--- config.mk ---
export PLATFORM = sky130hd
export DESIGN_NAME = bs_gnrtr_n_rbtr
export DESIGN_NICKNAME = d
export VERILOG_FILES = /design/src/rtl/bs_gnrtr_n_rbtr.sv
export SDC_FILE = /design/constraint.sdc
export NUM_CORES = 1
export LEC_CHECK = 0
export CAP_MARGIN = 20
export CORE_ASPECT_RATIO = 1.5
export CORE_MARGIN = 2
export CORE_UTILIZATION = 41
export CTS_CLUSTER_DIAMETER = 80
export CTS_CLUSTER_SIZE = 30
export DETAILED_ROUTE_END_ITERATION = 8
export PLACE_DENSITY = 0.81
export SLEW_MARGIN = 20
export SYNTH_ARGS = -nofsm -noshare
export SYNTH_HDL_FRONTEND = slang
export SYNTH_SLANG_ARGS = --single-unit
--- constraint.sdc ---
create_clock -name clk -period 2.1 [get_ports clk]
set_input_delay 0.42 -clock clk [delete_from_list [all_inputs] [get_ports clk]]
set_output_delay 0.42 -clock clk [all_outputs]
set_load 0.01 [all_outputs]
--- src/rtl/bs_gnrtr_n_rbtr.sv ---
// Shared packet bus: round-robin grant over per-agent transmit FIFOs, one packet
// in flight at a time, routed by destination ID (unicast, broadcast or drop).
module bs_gnrtr_n_rbtr #(
    parameter int unsigned drvrs     = 4,
    parameter int unsigned pckg_sz   = 16,
    parameter logic [7:0]  broadcast = 8'hFF
) (
    input  logic                     clk,
    input  logic                     reset,
    input  logic [drvrs-1:0]         pndng,
    input  logic [drvrs*pckg_sz-1:0] D_pop,
    output logic [drvrs-1:0]         pop,
    output logic [drvrs-1:0]         push,
    output logic [drvrs*pckg_sz-1:0] D_push
);

    localparam int unsigned SRC_W = (drvrs > 1) ? $clog2(drvrs) : 1;

    localparam logic [1:0] ST_IDLE = 2'd0;
    localparam logic [1:0] ST_SEND = 2'd1;
    localparam logic [1:0] ST_DONE = 2'd2;

    logic [1:0]               r_state;
    logic [1:0]               w_state_nxt;
    logic [SRC_W-1:0]         r_rr;
    logic [SRC_W-1:0]         w_rr_nxt;
    logic [SRC_W-1:0]         r_src;
    logic [SRC_W-1:0]         w_src_nxt;
    logic [pckg_sz-1:0]       r_pkt;
    logic [pckg_sz-1:0]       w_pkt_nxt;
    logic [drvrs-1:0]         r_pop;
    logic [drvrs-1:0]         w_pop_nxt;
    logic [drvrs-1:0]         r_push;
    logic [drvrs-1:0]         w_push_nxt;
    logic [drvrs*pckg_sz-1:0] r_d_push;
    logic [drvrs*pckg_sz-1:0] w_d_push_nxt;

    logic                     w_grant;
    logic [SRC_W-1:0]         w_gnt_idx;
    logic [pckg_sz-1:0]       w_gnt_pkt;
    logic [7:0]               w_dest;

    // (base + ofs) mod drvrs, for ofs < drvrs
    function automatic logic [SRC_W-1:0] wrap_add(input logic [SRC_W-1:0] base,
                                                  input int unsigned    ofs);
        int unsigned sum;
        sum = 32'(base) + ofs;
        if (sum >= drvrs) begin
            sum = sum - drvrs;
        end
        return SRC_W'(sum);
    endfunction

    // Round-robin search: first pending agent at or after the pointer
    always_comb begin
        w_grant   = 1'b0;
        w_gnt_idx = '0;
        for (int unsigned k = 0; k < drvrs; k++) begin
            if (!w_grant && pndng[wrap_add(r_rr, k)]) begin
                w_grant   = 1'b1;
                w_gnt_idx = wrap_add(r_rr, k);
            end
        end
        w_gnt_pkt = D_pop[32'(w_gnt_idx)*pckg_sz +: pckg_sz];
    end

    assign w_dest = r_pkt[pckg_sz-1 -: 8];

    always_comb begin
        w_state_nxt  = r_state;
        w_rr_nxt     = r_rr;
        w_src_nxt    = r_src;
        w_pkt_nxt    = r_pkt;
        w_pop_nxt    = '0;
        w_push_nxt   = '0;
        w_d_push_nxt = r_d_push;
        case (r_state)
            ST_IDLE: begin
                if (w_grant) begin
                    w_pop_nxt   = drvrs'(1) << w_gnt_idx;
                    w_pkt_nxt   = w_gnt_pkt;
                    w_src_nxt   = w_gnt_idx;
                    w_state_nxt = ST_SEND;
                end
            end
            ST_SEND: begin
                w_d_push_nxt = {drvrs{r_pkt}};
                // Out-of-range destinations match no agent and are dropped
                for (int unsigned i = 0; i < drvrs; i++) begin
                    if (w_dest == broadcast) begin
                        w_push_nxt[i] = (SRC_W'(i) != r_src);
                    end else if (32'(w_dest) == i) begin
                        w_push_nxt[i] = 1'b1;
                    end
                end
                w_state_nxt = ST_DONE;
            end
            ST_DONE: begin
                w_rr_nxt    = wrap_add(r_src, 1);
                w_state_nxt = ST_IDLE;
            end
            default: begin
                w_state_nxt = ST_IDLE;
            end
        endcase
    end

    always_ff @(posedge clk or negedge reset) begin
        if (!reset) begin
            r_state  <= ST_IDLE;
            r_rr     <= '0;
            r_src    <= '0;
            r_pkt    <= '0;
            r_pop    <= '0;
            r_push   <= '0;
            r_d_push <= '0;
        end else begin
            r_state  <= w_state_nxt;
            r_rr     <= w_rr_nxt;
            r_src    <= w_src_nxt;
            r_pkt    <= w_pkt_nxt;
            r_pop    <= w_pop_nxt;
            r_push   <= w_push_nxt;
            r_d_push <= w_d_push_nxt;
        end
    end

    assign pop    = r_pop;
    assign push   = r_push;
    assign D_push = r_d_push;

endmodule

# [Word level (Yosys, flattened, before mapping)]
# Cells that the tools add are included.
[classes] shifts=2 n_eq_ne=10 n_addsub=9 reduce_logical=10 mux=34 n_lt_le_gt_ge=9
[ops] cell="$shiftx A64 B7 Y16" count=1
[ops] cell="$mux W2" count=10
[ops] cell="$eq A8 B2 Y1 const B" count=2
[ops] cell="$mux W1" count=16
[ops] cell="$ge A3 B3 Y1 const B" count=4
[ops] cell="$lt A2 B3 Y1 const B" count=4
[ops] cell="$mux W4" count=3
[ops] cell="$sub A2 B1 Y2 const B" count=5
[ops] cell="$bmux W1 S2" count=4
[ops] cell="$eq A8 B1 Y1 const B" count=1
[ops] cell="$eq A8 B8 Y1 const B" count=1
[ops] cell="$logic_not A8 Y1" count=1
[ops] cell="$add A2 B1 Y3 const B" count=2
[ops] cell="$add A2 B2 Y3 const B" count=2
[ops] cell="$ne A2 B2 Y1 const A" count=2
[ops] cell="$pmux W2 S2" count=1
[ops] cell="$shl A1 B2 Y4 const A" count=1
[ops] cell="$ge A2 B3 Y1 const B" count=1
[ops] cell="$logic_and A1 B1 Y1" count=3
[ops] cell="$logic_not A1 Y1" count=3
[ops] cell="$eq A2 B1 Y1 const B" count=1
[ops] cell="$eq A2 B2 Y1 const B" count=1
[ops] cell="$logic_not A2 Y1" count=1
[ops] cell="$ne A1 B2 Y1 const A" count=1
[ops] cell="other kinds (3)" count=3
[totals] inputBits=70 output_inout_bits=72 ff_bits=94 wordCells=81

# [Depth between registers and ports, before layout]
# Gate-level depths: netlist of the first run.
[depth] word_depth=17 depth_mapped=8 ltp_nobuf=5

# [Worst setup path before layout of the first run]
# No wires, ideal clock.
[synth_timing] path_kind="register to register" from="register r_rr[1]" to="register r_pkt[8]" required_time_ns=1.968 setup_ns=0.132 stages_incl_launch_ff=9 period_less_slack_ns=1.816 setup_slack_ns=0.284 path_buffers=3 arrival_time_ns=1.684 cell_sequence="dfrtp_1 > buf_6 > a21bo_2 > a221o_1 > buf_6 > buf_8 > mux2_4 > nand3_2 > o221ai_2"
[synth_between] elab_chain_cells=15 word_cells_on_any_way=39 classes_between="add/sub (7); order compare (4); shift (1); mux (20); reduce/logical (7)"
[synth_rtl] item="start, declared" line="25" text="logic [SRC_W-1:0] r_rr;"
[synth_rtl] item="start signal, assigned" line="119" text="r_rr <= w_rr_nxt;"
[synth_rtl] item="parallel branches: the longest is 15 deep, another holds $add A2 B1 Y3"
[synth_rtl] item="end signal, assigned" line="121" text="r_pkt <= w_pkt_nxt;"
[synth_rtl] item="end, declared" line="29" text="logic [pckg_sz-1:0] r_pkt;"
# Parallel ways; which one is timed is not known. The select of a mux whose other input is x is not followed.
# A chain may end at the register's enable or synchronous reset.

# [Final worst setup path of the first run]
[layout_timing] from="input pndng[1]" to="register r_pkt[8]"
[layout_between] elab_chain_cells=13 word_cells_on_any_way=24 classes_between="shift (1); mux (16); reduce/logical (7)"
[layout_rtl] item="start, declared" line="10" text="input logic [drvrs-1:0] pndng,"
[layout_rtl] item="$bmux W1 S2" line="59" text="if (!w_grant && pndng[wrap_add(r_rr, k)]) begin"
[layout_rtl] item="$mux W1 (implied by the code)" line="59"
[layout_rtl] item="$mux W1" line="59"
[layout_rtl] item="$logic_not A1 Y1" line="59"
[layout_rtl] item="$logic_and A1 B1 Y1" line="59"
[layout_rtl] item="$mux W1" line="59"
[layout_rtl] item="$logic_not A1 Y1" line="59"
[layout_rtl] item="$logic_and A1 B1 Y1" line="59"
[layout_rtl] item="$mux W1" line="59"
[layout_rtl] item="$logic_not A1 Y1" line="59"
[layout_rtl] item="$logic_and A1 B1 Y1" line="59"
[layout_rtl] item="$mux W2 or $mux W1 (tied branches)" line="59"
[layout_rtl] item="$shiftx A64 B7 Y16 or $reduce_and A2 Y1 (tied branches)"
# Parallel ways exist; a longest one is shown, timed or not. The select of a mux whose other input is x is not followed.

==> results of run 1 <==
==> through the flow <==
step / cells / worst slack (ns) / cell area [µm²] / utilization / hold slack, ns
after floorplan: 259 / 0.2836 / 2898 / - / 0.1244
after global placement: 434 / -0.1831 / 4104 / 0.5990 / 0.4303
after detailed placement: 434 / -0.2039 / 4104 / 0.5990 / 0.4418
after CTS: 442 / 0.09728 / 4194 / 0.6121 / 0.1200
after global routing: 442 / 0.04864 / 4194 / 0.6121 / 0.1349
final: 442 / 0.09912 / 4194 / 0.6121 / 0.09891
==> kinds of logic (layout without fill, tap and decap cells) <==
kind of cell	Yosys count	after routing	synth area share
mux	49	49	0.1973
compound gates	32	32	0.1032
fa+ha+maj	4	4	0.01727
buf+inv	70	175	0.1731
simple gates	58	58	0.1118
flops	46	46	0.3972
==> placed cells by master, fill, tap and decap left out, types with 2 or more instances in the layout <==
| cell type | instances |
|---|---|
| clkdlybuf4s50_1 | 140 |
| dfrtp_1 | 46 |
| nand2_1 | 21 |
| mux2_2 | 21 |
| mux2i_1 | 17 |
| buf_4 | 15 |
| mux2_4 | 11 |
| nand3_2 | 11 |
| nor2_1 | 10 |
| o211ai_2 | 10 |
| inv_1 | 8 |
| o21ai_0 | 5 |
| nand3_1 | 5 |
| o211ai_1 | 5 |
| clkbuf_8 | 5 |
| nand2b_1 | 4 |
| ha_1 | 4 |
| a21oi_1 | 3 |
| buf_12 | 3 |
| nor4_1 | 2 |
| o32a_1 | 2 |
==> how the worst max path moves through the flow <==
| stage | from | end | slack [ns] | depth (start not counted) |
|---|---|---|---|---|
| 3_5_place_dp | pndng[1] | r_pkt[8] | -0.20 | 7 |
| 3_3_place_gp | pndng[1] | r_pkt[2] | -0.18 | 7 |
| 5_1_grt | pndng[1] | r_pkt[2] | 0.05 | 7 |
| 2_1_floorplan | r_rr[1] | r_pkt[8] | 0.28 | 8 |
| 4_1_cts | pndng[1] | r_pkt[13] | 0.1 | 7 |
| 6_report | pndng[1] | r_pkt[8] | 0.1 | 7 |
==> layer usage <==
metal / vias up / part of all wire / track usage
li1: 1062 / - / -
met1: 1058 / 0.35 / 0.1872
met2: 59 / 0.60 / 0.3487
met3: 9 / 0.035 / 0.01880
met4: 0 / 0.018 / 0.05952
met5: - / 0 / 0
==> cell type report <==
| cell class | count | area (µm²) | share of cell area |
|---|---|---|---|
| Clock buffer | 5 | 68.82 | 0.01641 |
| Inverter | 8 | 30.03 | 0.007160 |
| Sequential cell | 46 | 1151 | 0.2745 |
| Timing Repair Buffer | 159 | 1579 | 0.3765 |
| Clock inverter | 3 | 21.27 | 0.005072 |
| Tap cell | 78 | 97.59 | 0.02327 |
| Multi-Input combinational cell | 143 | 1246 | 0.2971 |
==> state kept, by name, summed over array words and instances (netlist names) <==
signal,cells
pop,4
r_rr,2
r_pkt,16
push,4
D_push,16
r_src,2
r_state,2
==> power breakdown <==
part / switching, µW / internal [µW]
Combinational: 1480 / 2070
Sequential: 403 / 1280
Clock: 304 / 234
Total: 2190 / 3590
==> results.sh, run 1 <==
export IMPL_wire_per_inst_um=15.34
export IMPL_p_leak_uw=0.001833
export IMPL_cts_hold_buf=0
export IMPL_min_period_over_period=0.9528
export IMPL_die_x_um=72.64
export IMPL_path_max_fanout=21
export IMPL_synth_edff_count=0
export IMPL_nNetsFinal=437
export IMPL_synth_common_cells="buf_4 (49), dfrtp_1 (46), mux2_2 (21), nand2_1 (21), mux2i_1 (17)"
export IMPL_yosysMostFrequentCell="buf_4"
export IMPL_grt_use_total=0.1770
export IMPL_crit_path_max_incr_delay_ns=0.48
export IMPL_hp_class="in2async"
export IMPL_numCtsBuffers=5
export IMPL_reg2reg_from="r_rr[1]"
export IMPL_vias=2188
export IMPL_ant_nets=0
export IMPL_worstSetupEndpointType="flop"
export IMPL_setup_violations_final=0
export IMPL_drc=0
export IMPL_dr_pass1_iters=4
export IMPL_clk_latency_ns=0.30
export IMPL_ios=142
export IMPL_synthesis_area_um2=2898
export IMPL_synthFlopType="dfrtp_1"
export IMPL_initial_core_util=0.4229
export IMPL_critPathKind="in2reg"
export IMPL_grt_overflow=0
export IMPL_reg2reg_depth=6
export IMPL_nFillCells=566
export IMPL_status="finished, final reports clean"
export IMPL_diodes=0
export IMPL_core_area_um2=6852
export IMPL_tightestPinTransition_ns=0.5450
export IMPL_rsz0062_at_grt="no"
export IMPL_slew_headroom=0.6366
export IMPL_io_buffers=141
export IMPL_cts_sinks=46
export IMPL_synth_cell_types=36
export IMPL_async_flop_share=1.000
export IMPL_critPathBufInv=3
export IMPL_fin_crit_ns=2.001
export IMPL_clk_path_buf_depth=2
export IMPL_syn_inst=259
export IMPL_ys_ff_latch=46
export IMPL_die_h_um=107.0
export IMPL_power_total_uw=5778
export IMPL_area_delta_synth_final_pct=44.73
export IMPL_synth_area_per_cell_um2=11.19
export IMPL_yosysSeqAreaShare=0.3972
export IMPL_reg2reg_slack_ns=0.21
export IMPL_postCtsSetupBuffers=0
export IMPL_path_clk_slew_ns=0.09
export IMPL_drv_slew=0
export IMPL_required_ns=2.27
export IMPL_fmax_mhz=499.8
export IMPL_cp_arrival_ns=2.17
export IMPL_powerDensity_nw_per_um2=1378
export IMPL_r2r_end="r_pkt[8]"
export IMPL_synth_nets=333
export IMPL_antenna_found_initial=0
export IMPL_rows=37
export IMPL_fin_skew_ns=0.007734
export IMPL_drt_iter0_drc=129
export IMPL_via_per_inst=4.950
export IMPL_place_gp_congestion=0.7179
export IMPL_cpLargestDelayFamily="buffers and inverters"
export IMPL_drv_cap=0
export IMPL_ys_warnings_count=0
export IMPL_detailedPlacementHpwl_mm=5.405
export IMPL_synth_area_leader_cell="dfrtp_1"
export IMPL_cts_tree="yes"
export IMPL_hold_viol=0
export IMPL_cts_root_buffer="clkbuf_8"
export IMPL_ir_worst_vdd_uv=654.2
export IMPL_ctsResizeCount=0
export IMPL_start_kind="input pin"
export IMPL_synth_top_area_share=0.3972
export IMPL_dieArea_um2=7770
export IMPL_grt_max_degree=26
export IMPL_ctsHtreeMaxLevel=2
export IMPL_grt_pass1_vias=2276
export IMPL_cp_cell_sequence="clkdlybuf4s50_1 -> a21bo_2 -> a221o_2 -> buf_12 -> buf_4 -> mux2i_1 -> o221ai_2"
export IMPL_grt_pass1_wl_mm=10.77
export IMPL_synthTopCellsByArea="dfrtp_1 (40%), buf_4 (13%), mux2_2 (8.2%)"
export IMPL_drt_total_wl_mm=6.779
export IMPL_setup_tns_final_ns=0
export IMPL_drive_above_1_share=0.2308
export IMPL_crit_slowest_cell="clkdlybuf4s50_1"
Power figures use the tool's default switching activity.
==> run 2, diff against run 1 <==
- CAP_MARGIN: 20 -> 0
==> results of run 2 <==
Final layout, timing and power as in run 1 (identical DEF).
==> run 3, diff against run 2 <==
- CORE_UTILIZATION: 41 -> 30
- PLACE_DENSITY: 0.81 -> unset
==> run 3 against run 2 <==
Clock-buffer cell count stayed put. Core utilization is 15 points lower. Critical path depth is 1 lower. Critical path type is now reg2reg. Clock power is 44% higher. Final cell count is 8.1% higher. Fmax is 1.4% higher. Setup slack better by 0.029 ns. Clock skew is 0.0025 ns lower. Critical endpoint unchanged. Register-to-register slack worse by 0.08 ns. Final area is 3.6% higher. Global-route usage is 3.1 points lower. Sequential power hardly changed.
==> results.sh, run 3 (synthesized netlist as in run 1, its figures left out) <==
export IMPL_tightestPinTransition_ns=0.3737
export IMPL_fin_skew_ns=0.005234
export IMPL_rsz0062_at_grt="no"
export IMPL_drt_total_wl_mm=7.713
export IMPL_p_leak_uw=0.001896
export IMPL_vias=2247
export IMPL_grt_overflow=0
export IMPL_r2r_end="r_pkt[8]"
export IMPL_ant_nets=0
export IMPL_path_max_fanout=14
export IMPL_diodes=0
export IMPL_cp_cell_sequence="a21bo_2 -> a221o_2 -> clkbuf_16 -> mux2_4 -> nand3_2 -> o221ai_2"
export IMPL_antenna_found_initial=0
export IMPL_grt_pass1_vias=2449
export IMPL_hp_class="in2async"
export IMPL_min_period_over_period=0.9392
export IMPL_grt_use_total=0.1456
export IMPL_clk_latency_ns=0.28
export IMPL_final_cells=478
export IMPL_setup_violations_final=0
export IMPL_start_kind="flop"
export IMPL_crit_slowest_cell="dfrtp_1"
export IMPL_reg2reg_slack_ns=0.13
export IMPL_ir_worst_vdd_uv=568.4
export IMPL_die_h_um=124.4
export IMPL_grt_pass1_wl_mm=12.25
export IMPL_drc=0
export IMPL_area_delta_synth_final_pct=49.91
export IMPL_fmax_mhz=507.0
export IMPL_endpoint="r_pkt[8]"
export IMPL_required_ns=2.27
export IMPL_numCtsBuffers=5
export IMPL_powerDensity_nw_per_um2=1410
export IMPL_detailedPlacementHpwl_mm=5.894
export IMPL_fin_crit_ns=1.972
export IMPL_place_gp_congestion=0.7737
export IMPL_ctsResizeCount=0
export IMPL_clk_path_buf_depth=2
export IMPL_slew_headroom=0.7509
export IMPL_core_area_um2=9308
export IMPL_critPathKind="reg2reg"
export IMPL_cts_root_buffer="clkbuf_16"
export IMPL_via_per_inst=4.701
export IMPL_dieArea_um2=10480
export IMPL_postCtsSetupBuffers=0
export IMPL_cts_hold_buf=0
export IMPL_crit_path_max_incr_delay_ns=0.47
export IMPL_hold_viol=0
export IMPL_die_x_um=84.25
export IMPL_nFillCells=885
export IMPL_rows=43
export IMPL_power_total_uw=6127
export IMPL_seq_area_um2=1151
export IMPL_place_inst=468
export IMPL_multi_input_area_um2=1255
export IMPL_wire_per_inst_um=16.14
export IMPL_cp_arrival_ns=2.14
export IMPL_drt_iter0_drc=79
export IMPL_worstSetupEndpointType="flop"
export IMPL_ctsHtreeMaxLevel=2
export IMPL_reg2reg_depth=6
export IMPL_ios=142
export IMPL_layout_common_cells="clkdlybuf4s50_1 (138), dfrtp_1 (46), nand2_1 (21), mux2_2 (21)"
export IMPL_drv_slew=0
export IMPL_cts_tree="yes"
export IMPL_nNetsFinal=439
export IMPL_drv_cap=0
export IMPL_grt_max_degree=30
export IMPL_io_buffers=141
export IMPL_drive_above_1_share=0.2404
export IMPL_cts_sinks=46
export IMPL_status="finished, final reports clean"
export IMPL_critical_path_startpoint="r_rr[1]"
export IMPL_initial_core_util=0.3113
export IMPL_path_clk_slew_ns=0.06
export IMPL_dr_pass1_iters=4
export IMPL_final_common_cell="clkdlybuf4s50_1"
export IMPL_reg2reg_from="r_rr[1]"
## run 3: cell types whose count changed in the layout (fill, tap and decap cells not counted)
cell,previous run,this run
mux2i_1,17,16
clkdlybuf4s50_1,140,138
clkbuf_16,0,7
dlymetal6s2s_1,0,2
nor3b_2,0,1
buf_12,3,2
clkbuf_8,5,0
buf_4,15,16
mux2i_2,0,1
nor3b_1,1,0
## run 3: worst min path at each step
stage                       to  slack [ns]
detailed placement      pop[0]        0.33
global placement        pop[0]        0.33
floorplan           D_push[47]        0.12
global route           push[0]        0.04
CTS                    push[0]        0.03
finish                  pop[0]        0.02
## run 3: where the power goes
group          internal, µW  switching [µW]
registers              1290             395
logic                  2130            1540
clock network           441             335
total                  3860            2270
## run 3: layer usage
metal / global-route usage / up-vias / wire [µm]
met3: 0.02187 / 7 / 359
li1: - / 1067 / -
met2: 0.2899 / 76 / 4525
met5: 0 / - / 0
met1: 0.1482 / 1097 / 2680
met4: 0.05123 / 0 / 147
## run 3: worst max-delay path, delay by kind of cell (launching register included)
kind | cells | cell delay (ns)
AO/OA/AOI/OAI | 3 | 0.77
buffers and inverters | 1 | 0.22
flip-flops | 1 | 0.47
multiplexers | 1 | 0.31
AND/OR/NAND/NOR | 1 | 0.07
## run 3: stage by stage
stage                 util  instance area, µm²  worst slack [ns]  TNS (ns)  hold slack [ns]
floorplan                -                2898            0.2836         0           0.1244
global placement    0.4441                4134           -0.2304    -3.659           0.3320
detailed placement  0.4441                4134           -0.2928    -4.527           0.3322
CTS                 0.4599                4280          0.008132         0          0.03019
global route        0.4667                4344           0.01163         0          0.03783
finish              0.4667                4344            0.1277         0          0.01503
## run 3: layout make-up
class                   instances  area share
repair buffers                161      0.3733
multi-input cells             143      0.2889
flip-flops and latches         46      0.2650
well taps                     112     0.03226
clock buffers                   5     0.02880
inverters                       8    0.006912
clock inverters                 3    0.004896
